`config.mk`:
```
export PLATFORM = sky130hd
export DESIGN_NAME = ysyx_24080014_ifu_axi_rd
export DESIGN_NICKNAME = d
export VERILOG_FILES = /design/src/rtl/ysyx_24080014_ifu_axi_rd.sv
export SDC_FILE = /design/constraint.sdc
export NUM_CORES = 1
export LEC_CHECK = 0
export ABC_AREA = 1
export BUFFER_PORTS_ARGS = -buffer_cell sky130_fd_sc_hd__buf_2
export CORE_MARGIN = 4
export CORE_UTILIZATION = 30
export DETAILED_ROUTE_END_ITERATION = 16
export GPL_ROUTABILITY_DRIVEN = 0
export PLACE_DENSITY = 0.52
export SLEW_MARGIN = 5
export SYNTH_ARGS = -nofsm -noshare
export SYNTH_HDL_FRONTEND = slang
export SYNTH_SLANG_ARGS = --single-unit
```
`constraint.sdc`:
```
create_clock -name ACLK -period 3.7 [get_ports ACLK]
set_input_delay 0 -clock ACLK [delete_from_list [all_inputs] [get_ports ACLK]]
set_output_delay 0 -clock ACLK [all_outputs]
set_load 0.005 [all_outputs]
```
`src/rtl/ysyx_24080014_ifu_axi_rd.sv`:
```
// ysyx_24080014_ifu_axi_rd -- AXI4-Lite read initiator for instruction fetch (rev 1.0)
// One fetch in flight; flushed fetches still complete on the bus but never reach decode.
`timescale 1ns/1ps
`default_nettype none

module ysyx_24080014_ifu_axi_rd #(
    parameter int ADDR_W = 32,
    parameter int DATA_W = 32,
    parameter int LAT_W  = 16
) (
    input  logic              ACLK,
    input  logic              ARESETn,
    input  logic              req_valid,
    output logic              req_ready,
    input  logic [ADDR_W-1:0] req_addr,
    input  logic              flush,
    output logic              ARVALID,
    input  logic              ARREADY,
    output logic [ADDR_W-1:0] ARADDR,
    input  logic              RVALID,
    output logic              RREADY,
    input  logic [DATA_W-1:0] RDATA,
    input  logic [1:0]        RRESP,
    output logic              inst_valid,
    input  logic              inst_ready,
    output logic [DATA_W-1:0] inst_data,
    output logic [ADDR_W-1:0] inst_addr,
    output logic [1:0]        inst_err,
    output logic [LAT_W-1:0]  last_lat
);

    typedef enum logic [1:0] {
        S_IDLE = 2'd0,
        S_AR   = 2'd1,
        S_R    = 2'd2,
        S_HOLD = 2'd3
    } state_t;

    localparam logic [1:0]       ERR_OK    = 2'b00;
    localparam logic [1:0]       ERR_BUS   = 2'b01;
    localparam logic [1:0]       ERR_ALIGN = 2'b10;
    localparam logic [LAT_W-1:0] LAT_ONE   = LAT_W'(1);
    localparam logic [LAT_W-1:0] LAT_MAX   = {LAT_W{1'b1}};

    state_t              state_q, state_d;
    logic [ADDR_W-1:0]   araddr_q, araddr_d;
    logic [ADDR_W-1:0]   inst_addr_q, inst_addr_d;
    logic [DATA_W-1:0]   inst_data_q, inst_data_d;
    logic [1:0]          inst_err_q, inst_err_d;
    logic [LAT_W-1:0]    lat_q, lat_d;
    logic [LAT_W-1:0]    last_lat_q, last_lat_d;
    logic                discard_q, discard_d;

    logic                accept;
    logic                misaligned;
    logic                ar_hs;
    logic                r_hs;
    logic                drop;
    logic [LAT_W-1:0]    lat_inc;

    // Gating on ARESETn keeps req_ready low for the whole reset window.
    assign req_ready  = ARESETn && !flush &&
                        ((state_q == S_IDLE) || ((state_q == S_HOLD) && inst_ready));
    assign accept     = req_valid && req_ready;
    assign misaligned = |req_addr[1:0];

    assign ar_hs   = (state_q == S_AR) && ARREADY;
    // The R beat is only meaningful once the address has been (or is being) accepted.
    assign r_hs    = RVALID && (ar_hs || (state_q == S_R));
    assign drop    = discard_q || flush;
    assign lat_inc = (lat_q == LAT_MAX) ? lat_q : (lat_q + LAT_ONE);

    always_comb begin
        state_d     = state_q;
        araddr_d    = araddr_q;
        inst_addr_d = inst_addr_q;
        inst_data_d = inst_data_q;
        inst_err_d  = inst_err_q;
        lat_d       = lat_q;
        last_lat_d  = last_lat_q;
        discard_d   = discard_q;

        case (state_q)
            S_AR, S_R: begin
                if (r_hs) begin
                    discard_d = 1'b0;
                    if (drop) begin
                        state_d = S_IDLE;
                    end else begin
                        state_d     = S_HOLD;
                        inst_data_d = RDATA;
                        inst_err_d  = (RRESP != 2'b00) ? ERR_BUS : ERR_OK;
                        last_lat_d  = lat_q;
                    end
                end else begin
                    lat_d = lat_inc;
                    if (flush) begin
                        discard_d = 1'b1;
                    end
                    if (ar_hs) begin
                        state_d = S_R;
                    end
                end
            end
            S_HOLD: begin
                if (flush || inst_ready) begin
                    state_d = S_IDLE;
                end
            end
            default: begin
                state_d = S_IDLE;
            end
        endcase

        // A new request is only possible from IDLE or a consumed HOLD, so it overrides the above.
        if (accept) begin
            inst_addr_d = req_addr;
            if (misaligned) begin
                state_d     = S_HOLD;
                inst_err_d  = ERR_ALIGN;
                inst_data_d = '0;
            end else begin
                state_d   = S_AR;
                araddr_d  = req_addr;
                lat_d     = LAT_ONE;
                discard_d = 1'b0;
            end
        end
    end

    always_ff @(posedge ACLK or negedge ARESETn) begin
        if (!ARESETn) begin
            state_q     <= S_IDLE;
            araddr_q    <= '0;
            inst_addr_q <= '0;
            inst_data_q <= '0;
            inst_err_q  <= ERR_OK;
            lat_q       <= '0;
            last_lat_q  <= '0;
            discard_q   <= 1'b0;
        end else begin
            state_q     <= state_d;
            araddr_q    <= araddr_d;
            inst_addr_q <= inst_addr_d;
            inst_data_q <= inst_data_d;
            inst_err_q  <= inst_err_d;
            lat_q       <= lat_d;
            last_lat_q  <= last_lat_d;
            discard_q   <= discard_d;
        end
    end

    assign ARVALID    = (state_q == S_AR);
    assign ARADDR     = araddr_q;
    assign RREADY     = (state_q == S_AR) || (state_q == S_R);
    assign inst_valid = (state_q == S_HOLD);
    assign inst_data  = inst_data_q;
    assign inst_addr  = inst_addr_q;
    assign inst_err   = inst_err_q;
    assign last_lat   = last_lat_q;

endmodule

`default_nettype wire

```
Word-level counts from Yosys, hierarchy flattened
Cells that the tools add are included.
{ "word_totals": {"regBits": 133, "input_bits": 73, "out_inout_bits": 118} }
{ "op_classes": {"n_addsub": 1, "n_eq_ne": 6, "muxes": 28, "bitwise_logic": 2, "n_reduce_logical": 19} }
{ "ops": {"columns": ["operator", "count"], "rows": [
  ["32-bit two-way mux", 5],
  ["16-bit two-way mux", 5],
  ["2-bit two-way mux", 11],
  ["16-bit by 1-bit adder with 16-bit output (second input constant)", 1],
  ["16-bit == test (second input constant)", 1],
  ["1-bit logical AND", 6],
  ["1-bit two-way mux", 6],
  ["1-bit logical OR", 5],
  ["2-bit == test (second input constant)", 2],
  ["4-bit inequality test (second input constant)", 1],
  ["2-bit one-hot mux with 2 select lines", 1],
  ["2-bit AND reduction", 2],
  ["2-bit OR reduction", 2],
  ["3-bit by 1-bit inequality test with 1-bit output (second input constant)", 1],
  ["3-bit AND reduction", 1],
  ["2-bit by 1-bit == test with 1-bit output (second input constant)", 1],
  ["2-bit zero test", 1],
  ["1-bit inverter", 2],
  ["2-bit nonzero test", 1],
  ["1-bit zero test", 1]
]} }

Logic depth before layout (Yosys ltp)
Gate-level depths: netlist of the first run.
{ "depth": {"ltp_word": 8, "ltp_mapped": 11, "mapped_depth_nobuf": 11} }

Worst setup path before layout of the first run
No wires, ideal clock.
{ "synth_timing": {"path_kind": "flip-flop to flip-flop", "start": "register state_q[0]", "end": "register lat_q[4]", "arrival_time_ns": 1.504, "path_slack_ns": 2.074, "stages_incl_launch_ff": 10, "period_less_slack_ns": 1.626, "path_cell_list": "dfrtp_1 > inv_1 > ha_1 > buf_4 > inv_1 > nor2_4 > nand2_4 > buf_12 > nor3_1 > nor2_1"} }
{ "synth_between": {"elab_chain_len": 8, "elab_cells_between_ends": 16, "cone_classes": "3 x eq/ne; 4 x mux; 9 x reduce/logical"} }
{ "synth_lines": {"columns": ["item", "line", "source"], "rows": [
  ["from (decl)", "45", "state_t state_q, state_d;"],
  ["from (signal assigned)", "142", "state_q <= state_d;"],
  ["2-bit by 1-bit == test with 1-bit output", "67, 83", null],
  ["1-bit logical AND", "67", "assign ar_hs = (state_q == S_AR) && ARREADY;"],
  ["1-bit logical OR", "69", "assign r_hs = RVALID && (ar_hs || (state_q == S_R));"],
  ["1-bit logical AND", "69", null],
  ["16-bit two-way mux", "85", "if (r_hs) begin"],
  ["16-bit two-way mux", "83", "case (state_q)"],
  ["16-bit two-way mux", "118", "if (misaligned) begin"],
  ["16-bit two-way mux (*)", "116", "if (accept) begin"],
  ["named net lat_d[4]", "50", "logic [LAT_W-1:0] lat_q, lat_d;"],
  ["to (signal assigned)", "147", "lat_q <= lat_d;"],
  ["to (decl)", "50", null]
]} }
Mark *: on every way through the listed nets, which the timed path passes. The rest lies on a longest branch.
A chain may end at the register's enable or synchronous reset.

Worst setup path in the final report of the first run
{ "layout_timing": {"start": "register state_q[0]", "end": "register state_q[0]"} }
{ "layout_between": {"elab_chain_len": 7, "elab_cells_between_ends": 18, "cone_classes": "5 x eq/ne; 3 x mux; 10 x reduce/logical"} }
{ "layout_lines": {"columns": ["item", "line"], "rows": [
  ["2-bit by 1-bit == test with 1-bit output or 2-bit == test (tied branches)", "67, 83, 63"],
  ["1-bit logical AND, on equally long branches", "67, 63"],
  ["1-bit logical OR, on equally long branches", "69, 63"],
  ["1-bit logical AND, on equally long branches", "69, 62"],
  ["2-bit two-way mux or 1-bit logical AND (tied branches)", "85, 64"],
  ["2-bit one-hot mux with 2 select lines, or another cell as far along", "83"],
  ["2-bit two-way mux or 2-bit AND reduction (tied branches)", null]
]} }
Several ways; a longest one is shown, not always the timed one.

==> results.sh, run 1 <==
export IMPL_outcome="finished clean"
export IMPL_antenna_found_initial=0
export IMPL_synth_common_cells="nand2_1 (177), dfrtp_1 (133), o21ai_0 (66)"
export IMPL_max_cap_violations=0
export IMPL_routedWlPerCell_um=13.77
export IMPL_setup_viol=0
export IMPL_dr_pass1_iters=4
export IMPL_slew_violations=0
export IMPL_synth_top_flop_cell="dfrtp_1"
export IMPL_clk_insertion_delay_late_ps=410
export IMPL_hold_class="primary input to register"
export IMPL_track_usage_pct=14.68
export IMPL_cts_sinks=133
export IMPL_initial_core_util_pct=30.90
export IMPL_drive_above_1_share_pct=28.28
export IMPL_cts_tree="built"
export IMPL_leakage_uw=0.004212
export IMPL_syn_inst=616
export IMPL_drt_wl_total_um=15330
export IMPL_synthesis_area_um2=5608
export IMPL_synth_edf_count=0
export IMPL_rows=49
export IMPL_fin_hold_ws_ps=61.36
export IMPL_setup_tns_ps=0
export IMPL_netlist_area_leader_share_pct=59.35
export IMPL_start_kind="register"
export IMPL_grt_pass1_wl_um=24410
export IMPL_drt_iter0_markers=189
export IMPL_ys_seq_area_share_pct=59.35
export IMPL_syn_to_final_growth_pct=42.37
export IMPL_slew_headroom_pct=32.80
export IMPL_grt_pass1_vias=4855
export IMPL_grt_max_degree=70
export IMPL_htree_levels=4
export IMPL_critPathKind="register to register"
export IMPL_total_power_uw=6133
export IMPL_overflow=0
export IMPL_die_y_um=144.7
export IMPL_synth_seq_cells=133
export IMPL_port_buffers=190
export IMPL_synth_net_count=694
export IMPL_clk_pin_slew_worst_paths_ps=50
export IMPL_cp_required_ps=3960
export IMPL_hpwl_um=10210
export IMPL_syn_area_per_cell_um2=9.104
export IMPL_synthArstFlopShare_pct=100.0
export IMPL_final_hold_violation_count=0
export IMPL_via_per_inst=4.435
export IMPL_die_area_um2=20940
export IMPL_finClkSkew_ps=8.460
export IMPL_post_route_period_util_pct=65.84
export IMPL_worst_slew_pin_slew_ps=1006
export IMPL_post_cts_resized=0
export IMPL_vdd_drop_max_v=0.0004609
export IMPL_clock_path_buffers=2
export IMPL_synth_most_common_cell="nand2_1"
export IMPL_num_vias=4936
export IMPL_n_antenna_cell=0
export IMPL_ios=191
export IMPL_cp_max_fo=66
export IMPL_fin_crit_ps=2436
export IMPL_power_density_nw_per_um2=768.1
export IMPL_postRouteAntennaNets=0
export IMPL_fin_nets=950
export IMPL_yosys_top_cells_area="dfrtp_1 (59%), nand2_1 (12%), o21ai_0 (5.9%)"
export IMPL_drc=0
export IMPL_die_w_um=144.7
export IMPL_cp_arrival_ps=2700
export IMPL_synth_cell_type_count=35
export IMPL_cts_made_buffers=17
export IMPL_synth_largest_area_cell="dfrtp_1"
export IMPL_rsz0062_at_grt="false"
export IMPL_clock_fmax_mhz=410.5
export IMPL_ys_warn_count=0
export IMPL_end_kind="register"
export IMPL_cts_root_buf="clkbuf_16"
export IMPL_coreArea_um2=18150
-- layout make-up --
type	count	area, um^2
Sequential cell	133	3328
Tap cell	229	286.5
Fill cell	1790	10160
Timing Repair Buffer	265	1698
Clock inverter	13	133.9
Clock buffer	18	439.2
Multi-Input combinational cell	391	1858
Inverter	64	240.2
-- worst max-delay path: stages, from the launching register on --
cell and delay [ps]:
dfrtp_1 370, inv_1 80, ha_1 420, nand3_2 110, buf_4 500, inv_2 430, o21ai_0 280, nand2_1 70
-- what timing repair did --
item / 4_1_cts / 5_1_grt
setup buffers: 0 / 0
hold buffers: 71 / 0
endpoints found under the setup margin: 0 / 0
endpoints found under the hold margin: 230 / 0
-- path summary, 6_finish.rpt --
kind                              start      endpoint  slack (ps)  cells past startpoint
min reg2reg                inst_addr[0]  inst_addr[0]         470                      2
max                          state_q[0]    state_q[0]        1260                      7
min                              RVALID     discard_q          60                      3
max in group asynchronous       ARESETn    ARADDR[25]        2700                      3
min in group asynchronous       ARESETn     lat_q[15]         370                      3
max reg2reg                  state_q[0]    state_q[0]        1260                      7
-- metrics by stage --
stage               utilization, %  std cells  worst slack [ps]  instance area (um^2)
finish                       43.99       1113              1264                  7984
detailed placement           36.92       1011              1217                  6700
global placement             36.92       1011              1250                  6700
floorplan                        -        616              2074                  5608
CTS                          43.99       1113              1205                  7984
global route                 43.99       1113              1011                  7984
-- state kept, by name, indices dropped and copies added (netlist names) --
signal / cells
inst_err: 2
discard_q: 1
ARADDR: 32
inst_addr: 32
last_lat: 16
inst_data: 32
lat_q: 16
state_q: 2
-- placed cells by master, fill, tap and decap left out, drive strengths merged, types with 5 or more instances in the layout --
cell         netlist  routed
nor2              45      45
nor3               7       7
ha                 5       5
nand3              6       6
dlygate4sd3        0      71
clkbuf             5      18
dfrtp            133     133
a21oi             53      53
nand4              5       5
nand2            183     183
buf               23     194
clkinv             0       7
o21ai             78      78
inv               64      65
-- kinds of logic (layout without fill, tap and decap cells) --
logic type               Yosys count  in the layout  share of synthesized area (%)
XOR/XNOR                           2              2                         0.4463
AO/OA/AOI/OAI                    138            138                          12.90
flip-flops                       133            133                          59.35
buffers and inverters             92            360                          7.519
AND/OR/NAND/NOR                  246            246                          18.67
adder cells (fa/ha/maj)            5              5                          1.116
-- metal layers --
layer / global-route usage [%] / part of all wire, % / vias to the layer above
met1: 19.18 / 46 / 2258
met3: 5.554 / 8.7 / 23
met4: 5.253 / 2.2 / 0
met5: 0 / 0 / -
met2: 22.38 / 43 / 181
li1: - / - / 2474
-- report_power, final --
| group | switching [uW] | total, uW | internal, uW |
|---|---|---|---|
| Clock | 645 | 1650 | 1000 |
| Sequential | 375 | 2480 | 2100 |
| Combinational | 1100 | 2010 | 903 |
| Total | 2120 | 6130 | 4010 |
Note: power is estimated with default switching activity, not from simulation.
==> run 2, diff against run 1 <==
--- a/config.mk
+++ b/config.mk
@@ -11,7 +11,7 @@
 export CORE_UTILIZATION = 30
 export DETAILED_ROUTE_END_ITERATION = 16
 export GPL_ROUTABILITY_DRIVEN = 0
-export PLACE_DENSITY = 0.52
+export PLACE_DENSITY = 0.54
 export SLEW_MARGIN = 5
 export SYNTH_ARGS = -nofsm -noshare
 export SYNTH_HDL_FRONTEND = slang
==> constraint.sdc (replaced) <==
create_clock -name ACLK -period 2.1 [get_ports ACLK]
set_input_delay 0 -clock ACLK [delete_from_list [all_inputs] [get_ports ACLK]]
set_output_delay 0 -clock ACLK [all_outputs]
set_load 0.005 [all_outputs]
==> results.sh, run 2 (synthesis gave the netlist of run 1 again) <==
export IMPL_drt_wl_total_um=15420
export IMPL_post_route_period_util_pct=89.05
export IMPL_postRouteAntennaNets=0
export IMPL_cp_max_fo=65
export IMPL_max_cap_violations=0
export IMPL_max_stage_delay_ps=500
export IMPL_drc=0
export IMPL_drt_iter0_markers=247
export IMPL_grt_max_degree=134
export IMPL_n_antenna_cell=0
export IMPL_worst_slew_pin_slew_ps=744.3
export IMPL_num_vias=4945
export IMPL_layout_commonest_cell="buf_2"
export IMPL_cp_arrival_ps=2210
export IMPL_crit_slowest_cell="buf_4"
export IMPL_seq_power_share_pct=39.4
export IMPL_fin_nets=955
export IMPL_die_w_um=144.7
export IMPL_layout_common_cells="buf_2 (189), nand2_1 (177), dfrtp_1 (133), dlygate4sd3_1 (71), o21ai_0 (66)"
export IMPL_p_int_uw=7308
export IMPL_hpwl_um=10060
export IMPL_port_buffers=190
export IMPL_end_kind="register"
export IMPL_cts_tree="built"
export IMPL_grt_pass1_wl_um=24790
export IMPL_critPathKind="register to register"
export IMPL_cts_made_buffers=17
export IMPL_p_clk_share_pct=28.0
export IMPL_p_sw_share_pct=34.08
export IMPL_slew_violations=0
export IMPL_power_density_nw_per_um2=1364
export IMPL_coreArea_um2=18150
export IMPL_timing_final_ws_setup_ps=229.9
export IMPL_drive_above_1_share_pct=28.65
export IMPL_antenna_found_initial=0
export IMPL_cp_required_ps=2440
export IMPL_cts_setup_buffers=0
export IMPL_ios=191
export IMPL_setup_viol=0
export IMPL_final_cell_area_um2=8130
export IMPL_place_ws_ps=252.1
export IMPL_via_per_inst=4.419
export IMPL_htree_levels=4
export IMPL_dr_pass1_iters=5
export IMPL_vdd_drop_max_v=0.0006656
export IMPL_cts_sinks=133
export IMPL_clock_path_buffers=2
export IMPL_rows=49
export IMPL_leakage_uw=0.004274
export IMPL_die_area_um2=20940
export IMPL_p_comb_share_pct=32.5
export IMPL_overflow=0
export IMPL_outcome="finished clean"
export IMPL_clk_pin_slew_worst_paths_ps=60
export IMPL_clock_fmax_mhz=534.7
export IMPL_ctsHoldBuffers=71
export IMPL_fin_crit_ps=1870
export IMPL_setup_tns_ps=0
export IMPL_syn_to_final_growth_pct=44.98
export IMPL_start_kind="register"
export IMPL_final_hold_violation_count=0
export IMPL_die_y_um=144.7
export IMPL_rsz0062_at_grt="false"
export IMPL_switching_power_uw=3778
export IMPL_clk_insertion_delay_late_ps=420
export IMPL_slew_headroom_pct=50.38
export IMPL_crit_chain="inv_1 > ha_1 > nand3_2 > buf_4 > nand2_1 > a21oi_1"
export IMPL_initial_core_util_pct=30.90
export IMPL_cts_root_buf="clkbuf_16"
export IMPL_detailed_place_area_um2=6800
export IMPL_post_cts_resized=0
export IMPL_fin_hold_ws_ps=48.53
export IMPL_routedWlPerCell_um=13.78
export IMPL_track_usage_pct=14.81
export IMPL_hold_class="primary input to register"
export IMPL_finClkSkew_ps=9.554
export IMPL_grt_pass1_vias=5019
## run 2: through the flow
step	utilization, %	total power [uW]	std cells
after floorplan	-	6329	616
after global placement	37.47	7911	1016
after detailed placement	37.47	7955	1016
after CTS	44.80	11250	1119
after global routing	44.80	11990	1119
final	44.80	11090	1119
## run 2: layout make-up
class / instances / area, um^2
Multi-Input combinational cell: 391 / 1858
Tap cell: 229 / 286.5
Sequential cell: 133 / 3328
Clock buffer: 21 / 470.5
Inverter: 64 / 240.2
Timing Repair Buffer: 270 / 1798
Clock inverter: 11 / 148.9
Fill cell: 1726 / 10020
## run 2: worst paths after layout
kind	startpoint	end	slack, ps	cells after the start
setup / recovery	state_q[0]	inst_data[21]	230	6
hold / removal	RVALID	discard_q	50	3
setup reg to reg	state_q[0]	inst_data[21]	230	6
hold reg to reg	last_lat[14]	last_lat[14]	480	2
max in group asynchronous	ARESETn	inst_addr[30]	1270	3
min in group asynchronous	ARESETn	inst_data[23]	260	3
## run 2: power by group through the flow
| stage | Sequential (uW) | Clock, uW | Combinational, uW |
|---|---|---|---|
| finish | 4370 | 3110 | 3610 |
| global route | 4530 | 3310 | 4150 |
| CTS | 4370 | 3200 | 3680 |
| detailed placement | 4370 | 0 | 3580 |
| global placement | 4390 | 0 | 3520 |
| floorplan | 4430 | 0 | 1900 |
## run 2: layer usage
metal	up-vias	routed length [um]	track usage (%)
met5	-	0	0
met4	0	194	4.664
met3	18	1269	5.389
met2	169	7249	24.58
met1	2274	6711	18.03
li1	2484	-	-
## run 2: worst max-delay path: cells and delay by family, from the launching register on
kind / cells / cell delay (ps)
AND/OR/NAND/NOR: 2 / 250
AO/OA/AOI/OAI: 1 / 170
flip-flops: 1 / 370
buffers and inverters: 2 / 590
adder cells (fa/ha/maj): 1 / 380
